[src/rtl/scroll_selector.sv]
// Scroll position generator: auto prescaler or debounced manual STEP advances SEL through 0..SEL_MAX.
// SEL/TICK/WRAP are registered (advance visible one edge after it is decided); no backpressure, nothing is ever stalled.
module scroll_selector #(
    parameter int DIV     = 25_000_000,
    parameter int DEB     = 500_000,
    parameter int SEL_W   = 3,
    parameter int SEL_MAX = 7
) (
    input  logic             CLK,
    input  logic             CLR,
    input  logic             EN,
    input  logic             DIR,
    input  logic             MODE,
    input  logic             STEP,
    output logic [SEL_W-1:0] SEL,
    output logic             TICK,
    output logic             WRAP
);

    localparam int PW = (DIV > 1) ? $clog2(DIV) : 1;
    localparam int DW = (DEB > 1) ? $clog2(DEB) : 1;
    localparam logic [PW-1:0]    P_LAST = PW'(DIV - 1);
    localparam logic [DW-1:0]    D_LAST = DW'(DEB - 1);
    localparam logic [SEL_W-1:0] S_LAST = SEL_W'(SEL_MAX);

    logic [PW-1:0]    pcnt;
    logic [DW-1:0]    dcnt;
    logic             s1;
    logic             s2;
    logic             db;
    logic             auto_adv;
    logic             db_flip;
    logic             man_adv;
    logic             adv;
    logic             wrap_taken;
    logic [SEL_W-1:0] sel_nxt;

    always_comb begin
        auto_adv   = ~MODE & EN & (pcnt == P_LAST);
        db_flip    = (s2 != db) && (dcnt == D_LAST);
        // Only an accepted press (new level 1) counts, and only in manual mode.
        man_adv    = MODE & db_flip & s2;
        adv        = auto_adv | man_adv;
        sel_nxt    = SEL;
        wrap_taken = 1'b0;
        if (DIR) begin
            if (SEL == '0) begin
                sel_nxt    = S_LAST;
                wrap_taken = 1'b1;
            end else begin
                sel_nxt = SEL - SEL_W'(1);
            end
        end else begin
            if (SEL == S_LAST) begin
                sel_nxt    = '0;
                wrap_taken = 1'b1;
            end else begin
                sel_nxt = SEL + SEL_W'(1);
            end
        end
    end

    always_ff @(posedge CLK) begin
        if (CLR) begin
            pcnt <= '0;
            dcnt <= '0;
            s1   <= 1'b0;
            s2   <= 1'b0;
            db   <= 1'b0;
            SEL  <= '0;
            TICK <= 1'b0;
            WRAP <= 1'b0;
        end else begin
            if (MODE) begin
                pcnt <= '0;
            end else if (EN) begin
                pcnt <= (pcnt == P_LAST) ? '0 : pcnt + PW'(1);
            end

            s1 <= STEP;
            s2 <= s1;

            if (s2 == db) begin
                dcnt <= '0;
            end else if (db_flip) begin
                db   <= s2;
                dcnt <= '0;
            end else begin
                dcnt <= dcnt + DW'(1);
            end

            if (adv) begin
                SEL <= sel_nxt;
            end
            TICK <= adv;
            WRAP <= adv & wrap_taken;
        end
    end

endmodule
[config.mk]
export PLATFORM = sky130hd
export DESIGN_NAME = scroll_selector
export DESIGN_NICKNAME = d
export VERILOG_FILES = /design/src/rtl/scroll_selector.sv
export SDC_FILE = /design/constraint.sdc
export NUM_CORES = 1
export LEC_CHECK = 0
export ABC_CLOCK_PERIOD_IN_PS = 2400
export CORE_ASPECT_RATIO = 1.25
export CORE_MARGIN = 2
export CORE_UTILIZATION = 60
export CTS_CLUSTER_SIZE = 24
export DETAILED_ROUTE_END_ITERATION = 7
export PLACE_DENSITY = 0.81
export SKIP_CTS_REPAIR_TIMING = 1
export SLEW_MARGIN = 10
export SYNTH_ARGS = -nofsm -noshare
export SYNTH_HDL_FRONTEND = slang
export SYNTH_SLANG_ARGS = --single-unit
[constraint.sdc]
create_clock -name CLK -period 2.4 [get_ports CLK]
set_input_delay 0.48 -clock CLK [delete_from_list [all_inputs] [get_ports CLK]]
set_output_delay 0.48 -clock CLK [all_outputs]
set_load 0.01 [all_outputs]
==> summary.txt <==
Setup path
  – Critical path required time: 2.63 ns
  – CP Max Fanout: 5
  – Crit path kind: in -> reg
  – Critical path arrival: 2.24 ns
  – Worst Setup End Kind: flip-flop
  – R2R Setup Slk: 0.46 ns
  – CP Launch Type: input port

Drt
  – Vias: 2157
  – WL per Instance: 13.7 um
  – Routed Antenna Nets: 0
  – DRT iter0 DRCs: 116
  – Via density: 5.86
  – Post-route DRC: 0
  – DR pass1 iterations: 4
  – Final wirelength: 5060 um

Synth
  – Syn avg cell area: 8.66 um2
  – Synth area leaders: dfxtp_1 41%, nor2_1 5.6%, xnor2_1 4.8%
  – Simple-Gate Fraction of Synth Area: 32.5%
  – Synth top area share: 40.9%
  – Area fraction in compound gates after synthesis: 9.88%
  – Post-synthesis sequential area ratio: 40.9%
  – Yosys warns: 0
  – Synth Cell Area: 2540 um2
  – Synth Register Bits: 52
  – Multiplexer area fraction after synthesis: 1.67%
  – Post-synth top area cell: dfxtp_1
  – Largest family of logic cells by synthesized area: simple AND/OR/NAND/NOR gates
  – Post-Synth XOR/XNOR Area: 9.29%
  – Adder-cell share of the synthesized area: 2.95%
  – Syn nets: 306
  – Syn Inst Count: 294
  – Distinct cell type count after synthesis: 46

Timing
  – RSZ-0062 raised after global routing: no
  – Worst-Margin Slew: 0.529 ns
  – Fin worst setup slack: 0.392 ns
  – Final Hold Viols: 0
  – Ratio of final minimum period to clock period: 83.7%
  – Setup-failing EPs final: 0
  – Fmax: 498 MHz
  – Max-slew violations: 0
  – Slew headroom: 64.4%
  – Period minus WS final: 2.01 ns
  – Setup_tns: 0 ns
  – Fin Clk Skew: 0.00825 ns

Power and ir drop
  – Pint: 1.25 mW
  – Leak pwr: 0.878 nW
  – PD cells: 541 nW/um2
  – Sw Share: 19.2%
  – Psw: 0.298 mW
  – Register share of total power: 55.9%
  – Clock share of power: 41.4%
  – Peak supply drop: 355 uV
  – Combinational share of power: 2.7%

Finish
  – Fillers: 345
  – Sequential Area: 1040 um2
  – Layout Nets: 323
  – Final Instance Area: 2870 um2
  – Share of post-route cells with drive strength above 1: 10.3%
  – Area Overhead vs Synth: 12.7%
  – Antenna diode count: 0
  – Area of the multi-input gates: 1430 um2
  – Most frequent cells in the layout: 52 x dfxtp_1, 38 x nor2_1, 18 x nand3_1, 18 x nand2_1, 17 x a21oi_1
  – Core Util, Final: 70.6%
  – Leading cell type in the layout, fill and taps excluded: dfxtp_1

Clock network
  – CTS tree: yes
  – CTS buffer count: 5
  – Clock slew at reported path FFs: 0.09 ns
  – H-tree levels: 2
  – Clk sinks: 52
  – CTS Root Cell: clkbuf_8
  – Worst skew pair latency: 0.30 ns
  – Bufs on Longest Clock Path: 2

GRT
  – Gr ovfl total: 0
  – Tot GR Track Use: 23.3%
  – Pin count of the biggest net entering global routing: 16
  – First-pass GRT wire length: 9090 um
  – Initial antenna violation count: 0
  – Vias in the first global route: 2111

Place
  – Post-place setup slack: 0.0829 ns
  – I/O Buffers: 10
  – Placed standard-cell area: 2740 um2
  – DPL Wire Length: 3770 um
  – Final Wtd Congestion: 0.808

Floorplan
  – Cell Rows: 26
  – I/O Pins: 11
  – Die X: 62.3 um
  – Die area: 4780 um2
  – Core area: 4070 um2
  – Initial Utilization: 62.6%
  – Die height: 76.8 um

Run status
  – Status: complete, no violations

Min path
  – Worst min-delay path class: reg -> reg

Job
  – Number of max-cap violations: 0
==> cells in the mapped netlist (all sizes together) <==
cell type and number:
a211oi 1, a21oi 17, a22oi 1, a311o 1, a31o 1, a32oi 1
and2 3, and3 3, and4 6, buf 2, clkbuf 8, dfxtp 52
ha 6, inv 6, mux2 2, mux2i 2, nand2 18, nand2b 3
nand3 18, nand3b 3, nand4 15, nand4b 2, nor2 38, nor2b 3
nor3 2, nor3b 1, nor4 9, nor4b 2, o21ai 8, o21ba 1
o31a 1, o31ai 8, or2 4, or3 6, or4 11, or4b 2
xnor2 14, xor2 13
==> critical path: stages <==
cell	delay (ns)
clkdlybuf4s50_1	0.51
nand4_1	0.12
or4_4	0.54
or3_2	0.42
a21oi_1	0.17
==> path summary, 6_finish.rpt <==
| kind | end | startpoint | cells after the start |
|---|---|---|---|
| min | s2$_SDFF_PP0_ | s1$_SDFF_PP0_ | 1 |
| max | pcnt[17]$_SDFFE_PP0P_ | EN | 5 |
| min reg2reg | s2$_SDFF_PP0_ | s1$_SDFF_PP0_ | 1 |
| max reg2reg | pcnt[17]$_SDFFE_PP0P_ | pcnt[8]$_SDFFE_PP0P_ | 4 |
==> stage by stage <==
stage                     hold WS (ns)  std cells  total power, mW
after floorplan                  0.414        294            0.909
after global placement           0.421        360            0.930
after detailed placement         0.434        360            0.930
after CTS                        0.455        368             1.57
after global routing             0.462        368             1.61
final                            0.449        368             1.55
==> cell families (layout without fill, tap and decap cells) <==
group	Yosys count	after routing
adder cells (fa/ha/maj)	6	6
AND/OR/NAND/NOR	149	149
AO/OA/AOI/OAI	40	40
multiplexers	4	4
flip-flops	52	52
buffers and inverters	16	34
XOR/XNOR	27	27
==> sequential cells by signal, summed over array words and instances, names as in the netlist <==
signal and count:
pcnt 25, dcnt 19, SEL 3, s2 1, WRAP 1, db 1
s1 1, TICK 1
==> area by class of cell <==
| cell class | count | share of cell area, % |
|---|---|---|
| Multi-Input combinational cell | 226 | 50.0 |
| Sequential cell | 52 | 36.3 |
| Timing Repair Buffer | 20 | 6.11 |
| Clock buffer | 7 | 3.36 |
| Tap cell | 56 | 2.44 |
| Clock inverter | 1 | 1.05 |
| Inverter | 6 | 0.785 |
==> per-layer routing <==
| layer | vias up | part of all wire (%) | track usage, % |
|---|---|---|---|
| li1 | 1102 | - | - |
| met1 | 1027 | 42 | 25.0 |
| met2 | 18 | 54 | 44.3 |
| met3 | 10 | 1.8 | 5.28 |
| met4 | 0 | 1.6 | 8.00 |
| met5 | - | 0 | 0 |
==> power by group through the flow <==
stage / registers, mW / clock network, mW / logic, mW
2_1_floorplan: 0.888 / 0 / 0.0218
3_3_place_gp: 0.888 / 0 / 0.0418
3_5_place_dp: 0.888 / 0 / 0.0421
4_1_cts: 0.868 / 0.657 / 0.0423
5_1_grt: 0.869 / 0.691 / 0.0472
6_report: 0.868 / 0.642 / 0.0421
Power figures use the tool's default switching activity.
